`config.mk`:
```
export PLATFORM = sky130hd
export DESIGN_NAME = fsm_moore_seq_counter_flat
export DESIGN_NICKNAME = d
export VERILOG_FILES = /design/src/rtl/fsm_moore_seq_counter_if.sv /design/src/rtl/fsm_moore_seq_counter.sv /design/src/flat_wrapper.sv
export SDC_FILE = /design/constraint.sdc
export NUM_CORES = 1
export LEC_CHECK = 0
export ABC_CLOCK_PERIOD_IN_PS = 2000
export CORE_MARGIN = 3
export CORE_UTILIZATION = 56
export CTS_CLUSTER_SIZE = 8
export DETAILED_ROUTE_END_ITERATION = 10
export PLACE_DENSITY = 0.83
export SLEW_MARGIN = 30
export SYNTH_ARGS = -nofsm -noshare
export SYNTH_HDL_FRONTEND = slang
export SYNTH_SLANG_ARGS = --single-unit
```
`constraint.sdc`:
```
create_clock -name clk -period 2 [get_ports clk]
set_input_delay 0.4 -clock clk [delete_from_list [all_inputs] [get_ports clk]]
set_output_delay 0.4 -clock clk [all_outputs]
set_load 0.005 [all_outputs]
```
`src/rtl/fsm_moore_seq_counter_if.sv`:
```
`default_nettype none
// ============================================================================
// Module   : fsm_moore_seq_counter_if
// Brief    : Control and status bundle for the Moore sequence counter.
// Revision : 1.0 - initial release
// ============================================================================
interface fsm_moore_seq_counter_if #(
    parameter int CNT_WIDTH = 4
);
    logic                 go;
    logic                 dir;
    logic                 pause;
    logic                 abort;
    logic [CNT_WIDTH-1:0] count;
    logic                 done;
    logic                 busy;
    logic [1:0]           state_o;

    modport master (
        output go, dir, pause, abort,
        input  count, done, busy, state_o
    );

    modport slave (
        input  go, dir, pause, abort,
        output count, done, busy, state_o
    );
endinterface
`default_nettype wire

```
`src/rtl/fsm_moore_seq_counter.sv`:
```
`default_nettype none
// ============================================================================
// Module   : fsm_moore_seq_counter
// Brief    : Prescaled Moore up/down sequence counter with pause, abort,
//            latched go request and optional auto-restart.
// Revision : 1.0 - initial release
// ============================================================================
module fsm_moore_seq_counter #(
    parameter int CLK_DIV      = 1500000,
    parameter int CNT_WIDTH    = 4,
    parameter int MAX_COUNT    = 15,
    parameter int DONE_TICKS   = 1,
    parameter bit AUTO_RESTART = 1'b0
) (
    input  wire logic              clk,
    input  wire logic              rst,
    fsm_moore_seq_counter_if.slave bus
);
    localparam int c_div_w  = (CLK_DIV > 1)    ? $clog2(CLK_DIV)    : 1;
    localparam int c_done_w = (DONE_TICKS > 1) ? $clog2(DONE_TICKS) : 1;

    localparam logic [1:0] c_st_idle  = 2'd0;
    localparam logic [1:0] c_st_count = 2'd1;
    localparam logic [1:0] c_st_done  = 2'd2;

    localparam logic [CNT_WIDTH-1:0] c_max       = CNT_WIDTH'(MAX_COUNT);
    localparam logic [CNT_WIDTH-1:0] c_one       = CNT_WIDTH'(1);
    localparam logic [c_div_w-1:0]   c_div_last  = c_div_w'(CLK_DIV - 1);
    localparam logic [c_done_w-1:0]  c_done_last = c_done_w'(DONE_TICKS - 1);

    logic [c_div_w-1:0]   r_div_cnt;
    logic [1:0]           r_state;
    logic [CNT_WIDTH-1:0] r_count;
    logic                 r_go_pend;
    logic                 r_dir_q;
    logic [c_done_w-1:0]  r_done_cnt;

    logic                 w_tick;
    logic [CNT_WIDTH-1:0] w_end;

    assign w_tick = (r_div_cnt == c_div_last);
    assign w_end  = r_dir_q ? '0 : c_max;

    // Free-running prescaler: state changes and abort never disturb tick phase
    always_ff @(posedge clk) begin
        if (rst) begin
            r_div_cnt <= '0;
        end else if (w_tick) begin
            r_div_cnt <= '0;
        end else begin
            r_div_cnt <= r_div_cnt + c_div_w'(1);
        end
    end

    always_ff @(posedge clk) begin
        if (rst) begin
            r_state    <= c_st_idle;
            r_count    <= '0;
            r_go_pend  <= 1'b0;
            r_dir_q    <= 1'b0;
            r_done_cnt <= '0;
        end else if (bus.abort) begin
            r_state   <= c_st_idle;
            r_count   <= '0;
            r_go_pend <= 1'b0;
        end else begin
            case (r_state)
                c_st_idle: begin
                    r_count <= '0;
                    if (w_tick && (r_go_pend || bus.go)) begin
                        r_state   <= c_st_count;
                        r_dir_q   <= bus.dir;
                        r_count   <= bus.dir ? c_max : '0;
                        r_go_pend <= 1'b0;
                    end else if (bus.go) begin
                        r_go_pend <= 1'b1;
                    end
                end
                c_st_count: begin
                    r_go_pend <= 1'b0;
                    if (w_tick && !bus.pause) begin
                        if (r_count == w_end) begin
                            r_state    <= c_st_done;
                            r_done_cnt <= '0;
                        end else if (r_dir_q) begin
                            r_count <= r_count - c_one;
                        end else begin
                            r_count <= r_count + c_one;
                        end
                    end
                end
                c_st_done: begin
                    r_go_pend <= 1'b0;
                    if (w_tick) begin
                        r_done_cnt <= r_done_cnt + c_done_w'(1);
                        if (r_done_cnt == c_done_last) begin
                            // Auto-restart reuses the captured direction, not the live dir input
                            if (AUTO_RESTART) begin
                                r_state <= c_st_count;
                                r_count <= r_dir_q ? c_max : '0;
                            end else begin
                                r_state <= c_st_idle;
                                r_count <= '0;
                            end
                        end
                    end
                end
                default: begin
                    r_state   <= c_st_idle;
                    r_count   <= '0;
                    r_go_pend <= 1'b0;
                end
            endcase
        end
    end

    assign bus.count   = r_count;
    assign bus.done    = (r_state == c_st_done);
    assign bus.busy    = (r_state == c_st_count);
    assign bus.state_o = r_state;

endmodule
`default_nettype wire

```
`src/flat_wrapper.sv`:
```
// flat-port wrapper written by rule: the top's interface ports become plain ports
module fsm_moore_seq_counter_flat 
#(
    parameter int CLK_DIV      = 1500000,
    parameter int CNT_WIDTH    = 4,
    parameter int MAX_COUNT    = 15,
    parameter int DONE_TICKS   = 1,
    parameter bit AUTO_RESTART = 1'b0
)
  (clk, rst, bus_go, bus_dir, bus_pause, bus_abort, bus_count, bus_done, bus_busy, bus_state_o);
  fsm_moore_seq_counter_if #(.CNT_WIDTH(CNT_WIDTH)) bus_i ();
  input  wire logic clk;
  input  wire logic rst;
  input wire logic [$bits(bus_i.go)-1:0] bus_go;
  input wire logic [$bits(bus_i.dir)-1:0] bus_dir;
  input wire logic [$bits(bus_i.pause)-1:0] bus_pause;
  input wire logic [$bits(bus_i.abort)-1:0] bus_abort;
  output wire logic [$bits(bus_i.count)-1:0] bus_count;
  output wire logic [$bits(bus_i.done)-1:0] bus_done;
  output wire logic [$bits(bus_i.busy)-1:0] bus_busy;
  output wire logic [$bits(bus_i.state_o)-1:0] bus_state_o;
  assign bus_i.go = bus_go;
  assign bus_i.dir = bus_dir;
  assign bus_i.pause = bus_pause;
  assign bus_i.abort = bus_abort;
  assign bus_count = bus_i.count;
  assign bus_done = bus_i.done;
  assign bus_busy = bus_i.busy;
  assign bus_state_o = bus_i.state_o;
  fsm_moore_seq_counter #(.CLK_DIV(CLK_DIV), .CNT_WIDTH(CNT_WIDTH), .MAX_COUNT(MAX_COUNT), .DONE_TICKS(DONE_TICKS), .AUTO_RESTART(AUTO_RESTART)) u_core (.clk(clk), .rst(rst), .bus(bus_i));
endmodule
```
**After elaboration in Yosys (flattened, before gate mapping)**

Index checks and enable logic that the tools add are counted.

- Register bits: 30
- Output and inout port bits: 8
- Logic and storage cells: 54

- Add/subtract/negate cells: 4
- Eq/ne operators: 10
- Muxes and demuxes: 19
- Bitwise logic cells: 2
- Reductions and logical operators: 13

Operators with widths:

| cell | count |
|---|---|
| $mux W4 | 8 |
| $add A21 B1 Y21 const B | 1 |
| $eq A21 B21 Y1 const B | 1 |
| $pmux W4 S3 | 1 |
| $mux W2 | 5 |
| $reduce_and A5 Y1 | 2 |
| $ne A2 B1 Y1 const B | 4 |
| $pmux W2 S3 | 1 |
| $add A4 B1 Y4 const B | 1 |
| $eq A4 B4 Y1 | 1 |
| $ne A2 B2 Y1 const B | 2 |
| $reduce_and A4 Y1 | 1 |
| $reduce_or A2 Y1 | 2 |
| $reduce_or A4 Y1 | 1 |
| $sub A4 B1 Y4 const B | 1 |
| $mux W1 | 3 |
| $reduce_and A3 Y1 | 1 |
| $eq A2 B1 Y1 const B | 1 |
| $eq A2 B2 Y1 const B | 1 |
| $logic_and A1 B1 Y1 | 2 |
| $logic_not A2 Y1 | 1 |
| $not A1 Y1 | 2 |
| $pmux W1 S2 | 1 |
| $reduce_bool A2 Y1 | 1 |
| 3 further kinds | 3 |

**Depth between registers and ports, before layout**

Gate-level depths: netlist of run 1.

- Depth in word-level cells: 5
- Mapped depth: 7
- Gate-level depth less buffers: 7

**Least setup slack after synthesis of run 1**

Ideal clock, no wire load.

- Path type: register -> register
- Start point: reg u_core.r_div_cnt[0]
- End point: reg u_core.r_dir_q
- Arrival time: 1.563 ns
- Required time: 1.886 ns
- Slack: 0.323 ns
- Cell stages (with the launch flop): 7
- Path buffers: 0
- Clock period less this slack: 1.677 ns
- Cell sequence: dfxtp_1 -> ha_1 -> and4_4 -> nand4_4 -> nor4_1 -> mux2i_1 -> nor2_1

- Word-level cells in the longest chain between the ends: 3

RTL lines:

| what | line | source |
|---|---|---|
| start: declaration | fsm_moore_seq_counter.sv:31 | `logic [c_div_w-1:0] r_div_cnt;` |
| start signal: assignment | fsm_moore_seq_counter.sv:51 | `r_div_cnt <= r_div_cnt + c_div_w'(1);` |
| $eq A21 B21 Y1 | fsm_moore_seq_counter.sv:41 | `assign w_tick = (r_div_cnt == c_div_last);` |
| $logic_and A1 B1 Y1 | fsm_moore_seq_counter.sv:70 | `if (w_tick && (r_go_pend \|\| bus.go)) begin` |
| $reduce_and A3 Y1 (no source line) | -- |  |
| end signal: assignment | fsm_moore_seq_counter.sv:72 | `r_dir_q <= bus.dir;` |
| end: declaration | fsm_moore_seq_counter.sv:35 | `logic r_dir_q;` |

No other way between the ends.
A chain may end at the register's enable or synchronous reset.

**Worst setup path after layout of run 1**

- Start point: reg u_core.r_state[0], in the netlist u_core.bus.state_o[0]
- End point: out bus_done

- Word-level cells in the longest chain between the ends: 1

RTL lines:

| what | line | source |
|---|---|---|
| start: declaration | fsm_moore_seq_counter.sv:32 | `logic [1:0] r_state;` |
| start signal: assignment | fsm_moore_seq_counter.sv:57 | `r_state <= c_st_idle;` |
| start signal: assignment | fsm_moore_seq_counter.sv:63 | `r_state <= c_st_idle;` |
| start signal: assignment | fsm_moore_seq_counter.sv:71 | `r_state <= c_st_count;` |
| $eq A2 B2 Y1 | fsm_moore_seq_counter.sv:118 | `assign bus.done = (r_state == c_st_done);` |
| end: declaration | flat_wrapper.sv:19 | `output wire logic [$bits(bus_i.done)-1:0] bus_done;` |

No other way between the ends.

==> summary.md, run 1 <==
| Metric | Value |
|---|---|
| Status | completed |
| Worst-path cell with the longest stage delay | clkdlybuf4s50_1 |
| Sequential cell area fraction in the yosys report | 0.375 |
| Register bit total from synthesis | 30 |
| Chip width | about 60 um |
| Synth unique cells | 41 |
| Synth Instances | between 150 and 200 |
| Die H | a little under 60 um |
| Cells along the critical path | inv_1 -> ha_2 -> clkdlybuf4s50_1 |
| CTS tree | yes |
| R2R depth | 6 |
| Die ar. | around 0.0035 mm2 |
| Adder-Cell Fraction of Synth Area | 0.0593 |
| Max incr delay on CP | 0.52 ns |
| Final min period | between 1.5 and 2 ns |
| Overflow after GRT | 0 |
| Vias post-DR | between 1000 and 1500 |
| Mux contribution to synthesized area | 0.0500 |
| Area grow syn2layout | 18.4% |
| CP Buf/Inv Count | 2 |
| Dpl cells | between 200 and 250 |
| Dominant combinational cell family by area after synthesis | simple AND/OR/NAND/NOR gates |
| Max frequency | around 520 MHz |
| Slew Limit Fails | 0 |
| Port Buffers | 13 |
| Critical path capture point type | output pin |
| CORE AREA | 0.00259 mm2 |
| First-pass GRT wire length | 5420 um |
| # IOs | 14 |
| Setup WS pre-CTS | around 0.12 ns |
| Asr flop ratio synth | 0 |
| Clock H-tree levels | 2 |
| Peak fanout along the critical path | 6 |
| Fraction of final layout cells sized beyond drive strength 1 | 0.131 |
| CTS buffer count | 5 |
| CP Launch Type | register |
| Worst EP arrival | roughly 1.5 ns |
| WP depth | 3 |
| Hold path startpoint | u_core.r_div_cnt[0] |
| Reg-to-reg critical path endpoint | u_core.r_done_cnt |
| Worst EP required | 1.60 ns |
| Routed wire per std cell | 14.5 um |
| Ys flop type | dfxtp_1 |
| VDD IR-drop max | 0.000653 V |
| N_diodes | 0 |
| Clock Skew | 0.00557 ns |
| Delay-heaviest family, CP | buffers and inverters |
| Commonest non-fill, non-tap cells in the layout | dfxtp_1 (30), nor2_1 (29), nand3_1 (14), nand2_1 (14), xor2_1 (14) |
| 1st-iter DRT viols | 43 |
| Setup tns final | 0 ns |
| Number of flops mapped to enable cells by yosys | 0 |
| Syn nets | roughly 190 |
| Post-Syn Area | between 0.0015 and 0.002 mm2 |
| Routed WL | 3300 um |
| Avg Cell Area, Syn | ~9.0 um2 |
| YS warnings | 0 |
| Non-Filler Instances | approximately 230 |
| Compound-Gate Fraction of Synth Area | 0.0773 |
| Final hold violation count | 0 |
| Net total in the final layout | 211 |
| Worst hold stages | 1 |
| Final Cycle Share | 0.963 |
| Reg clk slew, reported paths | ~0.090 ns |
| Via density | 5.82 |
| Maxcap violations | 0 |
| CTS max path bufs | 2 |
| Final setup violation count | 0 |
| Min-delay worst type | register to register |
| Relative slew slack | 0.567 |
| Largest net degree at the start of global routing | 21 |
| Power Dens Cells | between 600 and 700 mW/mm2 |
| R2r setup slk | approximately 0.13 ns |
| Commonest non-fill, non-tap cell in the layout | dfxtp_1 |
| Post-DRT Antenna Nets | 0 |
| Hold Buf Count CTS | 0 |
| DRC violations left | 0 |
| Vias in the first global route | ~1200 |
| LEAKAGE | ~0.72 nW |
| Initial Util | 0.619 |
| Slew @ Worst Pin | around 0.64 ns |
| Fillers | around 200 |
| GRT Overall Usage | 0.205 |
| RSZ-0062 raised after global routing | yes |
| Drt pass-1 iters | 4 |
| Worst skew pair latency | 0.33 ns |
| Hold Crit Endpoint | u_core.r_div_cnt[0] |
| Post-Synth XOR/XNOR Area | 0.115 |
| HPWL after detailed placement | approximately 2400 um |
| Row count | 18 |
| Simple-Gate Fraction of Synth Area | 0.301 |
| FF-to-FF Start | u_core.r_div_cnt[0] |
| CP Class | register to output pin |
| CTS Sinks | 30 |
| RD Place Congestion | between 0.8 and 0.9 |
| Antenna violations before repair | 0 |
| Root buffer cell | clkbuf_4 |
| Final worst slack | about 0.074 ns |
==> cells in the mapped netlist (2+ instances only) <==
library cell	number	area share
nor2_1	29	0.068
nor4_1	4	0.016
a21oi_1	2	0.0062
buf_2	2	0.0062
nand3_1	14	0.044
xor2_1	14	0.077
nor3_1	2	0.0062
o21ai_0	6	0.019
ha_1	6	0.047
inv_1	6	0.014
a21o_1	2	0.0094
xnor2_1	7	0.038
nand2_1	14	0.033
nor4_2	3	0.023
and3_1	3	0.012
nand4_1	3	0.012
mux2i_1	8	0.050
dfxtp_1	30	0.37
==> state kept, by name (all words and copies together), names as in the netlist <==
signal / cells
u_core.r_div_cnt: 21
u_core.bus.count: 4
u_core.bus.state_o: 2
u_core.r_dir_q: 1
u_core.r_done_cnt: 1
u_core.r_go_pend: 1
==> worst max-delay path by stage <==
stage / from / end / slack (ns)
after floorplan: u_core.r_div_cnt[0] / u_core.r_dir_q / 0.32
after global placement: u_core.r_div_cnt[0] / u_core.r_dir_q / 0.20
after detailed placement: u_core.r_div_cnt[0] / u_core.bus.count[2] / 0.12
after CTS: u_core.bus.state_o[0] / bus_done / 0.03
after global routing: u_core.r_div_cnt[0] / u_core.bus.count[2] / 0.003
final: u_core.bus.state_o[0] / bus_done / 0.07
==> cell families after synthesis <==
kind of cell,count (synthesis)
compound gates,18
xor+xnor,21
fa+ha+maj,7
buf+inv,9
flops,30
mux,8
simple gates,85
==> layout make-up <==
cell class | count | area, um2 | area share
Inverter | 6 | 22.5 | 0.0119
Clock inverter | 1 | 30.0 | 0.0158
Clock buffer | 6 | 51.3 | 0.0270
Sequential cell | 30 | 601 | 0.316
Multi-Input combinational cell | 139 | 1000 | 0.529
Timing Repair Buffer | 16 | 153 | 0.0804
Tap cell | 30 | 37.5 | 0.0198
==> per-layer routing <==
| metal | global-route usage | up-vias | routed length, um | part of all wire |
|---|---|---|---|---|
| met5 | 0 | - | 0 | 0 |
| met4 | 0.101 | 0 | 76 | 0.023 |
| met3 | 0.0763 | 10 | 186 | 0.056 |
| met2 | 0.296 | 32 | 1520 | 0.46 |
| met1 | 0.268 | 628 | 1520 | 0.46 |
| li1 | - | 657 | - | - |
==> where the power goes <==
group	switching (mW)	total, mW	internal, mW
combinational	0.0249	0.0442	0.0193
sequential	0.00576	0.609	0.603
clock	0.203	0.494	0.291
total	0.233	1.15	0.913
==> through the flow <==
stage	cell area, um2	power [mW]	hold slack, ns	utilization
floorplan	1600	0.645	0.430	-
global placement	1780	0.662	0.444	0.687
detailed placement	1780	0.664	0.464	0.687
CTS	1860	1.15	0.485	0.718
global route	1900	1.19	0.519	0.733
finish	1900	1.15	0.479	0.733
==> what timing repair did <==
action	4_1_cts	5_1_grt
setup endpoints to repair	0	10
setup buffers	0	0
resized for setup	0	7
Power figures use the tool's default switching activity.
==> run 2, diff against run 1 <==
CORE_ASPECT_RATIO = 0.75   (was unset)
GPL_TIMING_DRIVEN = 0   (was unset)
==> run 2 against run 1 <==
Compared with the run above:
- via count rose by 0.38%
- register-to-register slack got worse by 0.06 ns
- non-clock buffer count is the same
- power increased by 0.67%
- combinational power barely moved
- maximum frequency fell by 0.39%
- setup slack worse by 0.0076 ns
- clock power rose by 1%
- cell area did not move
- critical path depth grew 3
- global-route usage grew 1.9 points
- critical endpoint is now u_core.bus.count[0]
- routed wire length increased by 2.8%
==> summary.md, run 2 (synthesized netlist as in run 1, its figures left out) <==
| Metric | Value |
|---|---|
| Net Sw Power | 0.254 mW (+8.8%) |
| Hold Buf Count CTS | 0 (unchanged) |
| HPWL after detailed placement | 2530 um (+4.1%) |
| Biggest register | u_core.r_div_cnt |
| Final setup violation count | 0 (unchanged) |
| Min-delay worst type | register to register |
| Slew @ Worst Pin | 0.649 ns (+0.00605 ns) |
| Die H | 52.3 um (-12%) |
| Overflow after GRT | 0 (unchanged) |
| Antenna violations before repair | 0 (unchanged) |
| Chip width | 67.8 um (+14%) |
| Routed wire per std cell | 14.4 um (-0.30%) |
| Maxcap violations | 0 (unchanged) |
| Area grow syn2layout | 18.4% (unchanged) |
| RSZ-0062 raised after global routing | yes |
| Worst skew pair latency | 0.29 ns (-0.04 ns) |
| Clock Skew | 0.00638 ns (+0.000812 ns) |
| Sequential power share | 0.528 (-0.003) |
| VDD IR-drop max | 0.000672 V (+2.9%) |
| Final worst slack | 0.0659 ns (-0.00757 ns) |
| Final Cycle Share | 0.967 (+0.00378) |
| Row count | 16 (-2) |
| Internal power | 0.900 mW (-1.4%) |
| Worst EP arrival | 2.09 ns (+0.56 ns) |
| Reg clk slew, reported paths | 0.06 ns (-0.03 ns) |
| N_diodes | 0 (unchanged) |
| Final hold violation count | 0 (unchanged) |
| Post-DRT Antenna Nets | 0 (unchanged) |
| CTS buffer count | 5 (unchanged) |
| Clock H-tree levels | 2 (unchanged) |
| Combinational share of power | 0.039 (about the same) |
| Root buffer cell | clkbuf_8 |
| RD Place Congestion | 0.799 (-4.7%) |
| Commonest non-fill, non-tap cell in the layout | dfxtp_1 |
| LEAKAGE | 0.717 nW (+0.17%) |
| # IOs | 14 (unchanged) |
| Worst EP required | 2.16 ns (+0.56 ns) |
| Net total in the final layout | 211 (unchanged) |
| Switch share | 0.220 (+0.0165) |
| Slew Limit Fails | 0 (unchanged) |
| Commonest non-fill, non-tap cells in the layout | dfxtp_1 (30), nor2_1 (29), nand3_1 (14), nand2_1 (14), xor2_1 (14) |
| Vias post-DR | 1332 (+0.38%) |
| Drt pass-1 iters | 4 (unchanged) |
| CP Launch Type | register |
| 1st-iter DRT viols | 48 (+12%) |
| Relative slew slack | 0.564 (-0.00311) |
| Largest net degree at the start of global routing | 11 (-48%) |
| Routed WL | 3390 um (+2.8%) |
| CTS max path bufs | 2 (unchanged) |
| Final min period | 1.93 ns (+0.00757 ns) |
| CORE AREA | 0.00266 mm2 (+2.8%) |
| CTS Sinks | 30 (unchanged) |
| Fraction of final layout cells sized beyond drive strength 1 | 0.116 (-0.0157) |
| DRC violations left | 0 (unchanged) |
| Largest register FFs | 21 (unchanged) |
| Max frequency | 517 MHz (-0.39%) |
| Die ar. | 0.00355 mm2 (+0.18%) |
| Port Buffers | 13 (unchanged) |
| Setup tns final | 0 ns (unchanged) |
| GRT Overall Usage | 0.225 (+0.0193) |
| First-pass GRT wire length | 5710 um (+5.3%) |
| Status | completed |
| Setup WS pre-CTS | 0.100 ns (-0.0210 ns) |
| Initial Util | 0.602 (-0.0169) |
| Power Dens Cells | 608 mW/mm2 (+0.67%) |
| Critical path capture point type | register |
| Fillers | 200 (+1.5%) |
| Peak fanout along the critical path | 9 (+3) |
| Total Power | 1.15 mW (+0.67%) |
| Clock share of power | 0.433 (+0.002) |
| Via density | 5.67 (-2.6%) |
| Vias in the first global route | 1219 (+1.4%) |
| CTS tree | yes |
| CP Class | register to register |
run 2: worst paths after layout:
| check | start | to | slack [ns] | cells after the start |
|---|---|---|---|---|
| hold / removal | u_core.r_div_cnt[0] | u_core.r_div_cnt[0] | 0.47 | 1 |
| setup / recovery | u_core.r_div_cnt[0] | u_core.bus.count[0] | 0.07 | 6 |
| hold reg to reg | u_core.r_div_cnt[0] | u_core.r_div_cnt[0] | 0.47 | 1 |
| setup reg to reg | u_core.r_div_cnt[0] | u_core.bus.count[0] | 0.07 | 6 |
run 2: critical path: stages, from the launching register on:
cell and delay [ns]:
dfxtp_1 0.38, ha_2 0.23, and4_4 0.27, nand4_4 0.21, o31ai_1 0.38, o21ai_2 0.18
mux2i_1 0.15
run 2: cell type report:
class,instances,area (um2),area share
Clock inverter,1,5.00,0.00264
Timing Repair Buffer,13,130,0.0686
Clock buffer,7,86.3,0.0455
Tap cell,36,45.0,0.0237
Inverter,6,22.5,0.0119
Multi-Input combinational cell,139,995,0.524
Buffer,3,13.8,0.00725
Sequential cell,30,601,0.316
run 2: layer usage:
layer  up-vias  global-route usage  routed length (um)
li1        663                   -                   -
met1       646               0.291                1630
met2        17               0.341                1570
met3         6              0.0579                 109
met4         0               0.119                  74
met5         -                   0                   0
run 2: what timing repair did:
action / in CTS / in global routing
setup buffers: 0 / 0
gates resized for setup: 0 / 5
setup endpoints to repair: 0 / 8
run 2: through the flow:
| stage | cell area (um2) | std cells | utilization | hold slack (ns) |
|---|---|---|---|---|
| 6_report | 1900 | 235 | 0.713 | 0.472 |
| 5_1_grt | 1900 | 235 | 0.713 | 0.528 |
| 4_1_cts | 1870 | 235 | 0.702 | 0.468 |
| 3_5_place_dp | 1780 | 227 | 0.668 | 0.453 |
| 3_3_place_gp | 1780 | 227 | 0.668 | 0.444 |
| 2_1_floorplan | 1600 | 178 | - | 0.430 |
run 2: power by group through the flow:
stage                     clock network, mW  logic, mW  registers, mW
after detailed placement                  0     0.0418          0.623
after CTS                             0.513     0.0420          0.610
after floorplan                           0     0.0233          0.622
after global placement                    0     0.0407          0.622
after global routing                  0.537     0.0505          0.610
final                                 0.500     0.0444          0.610
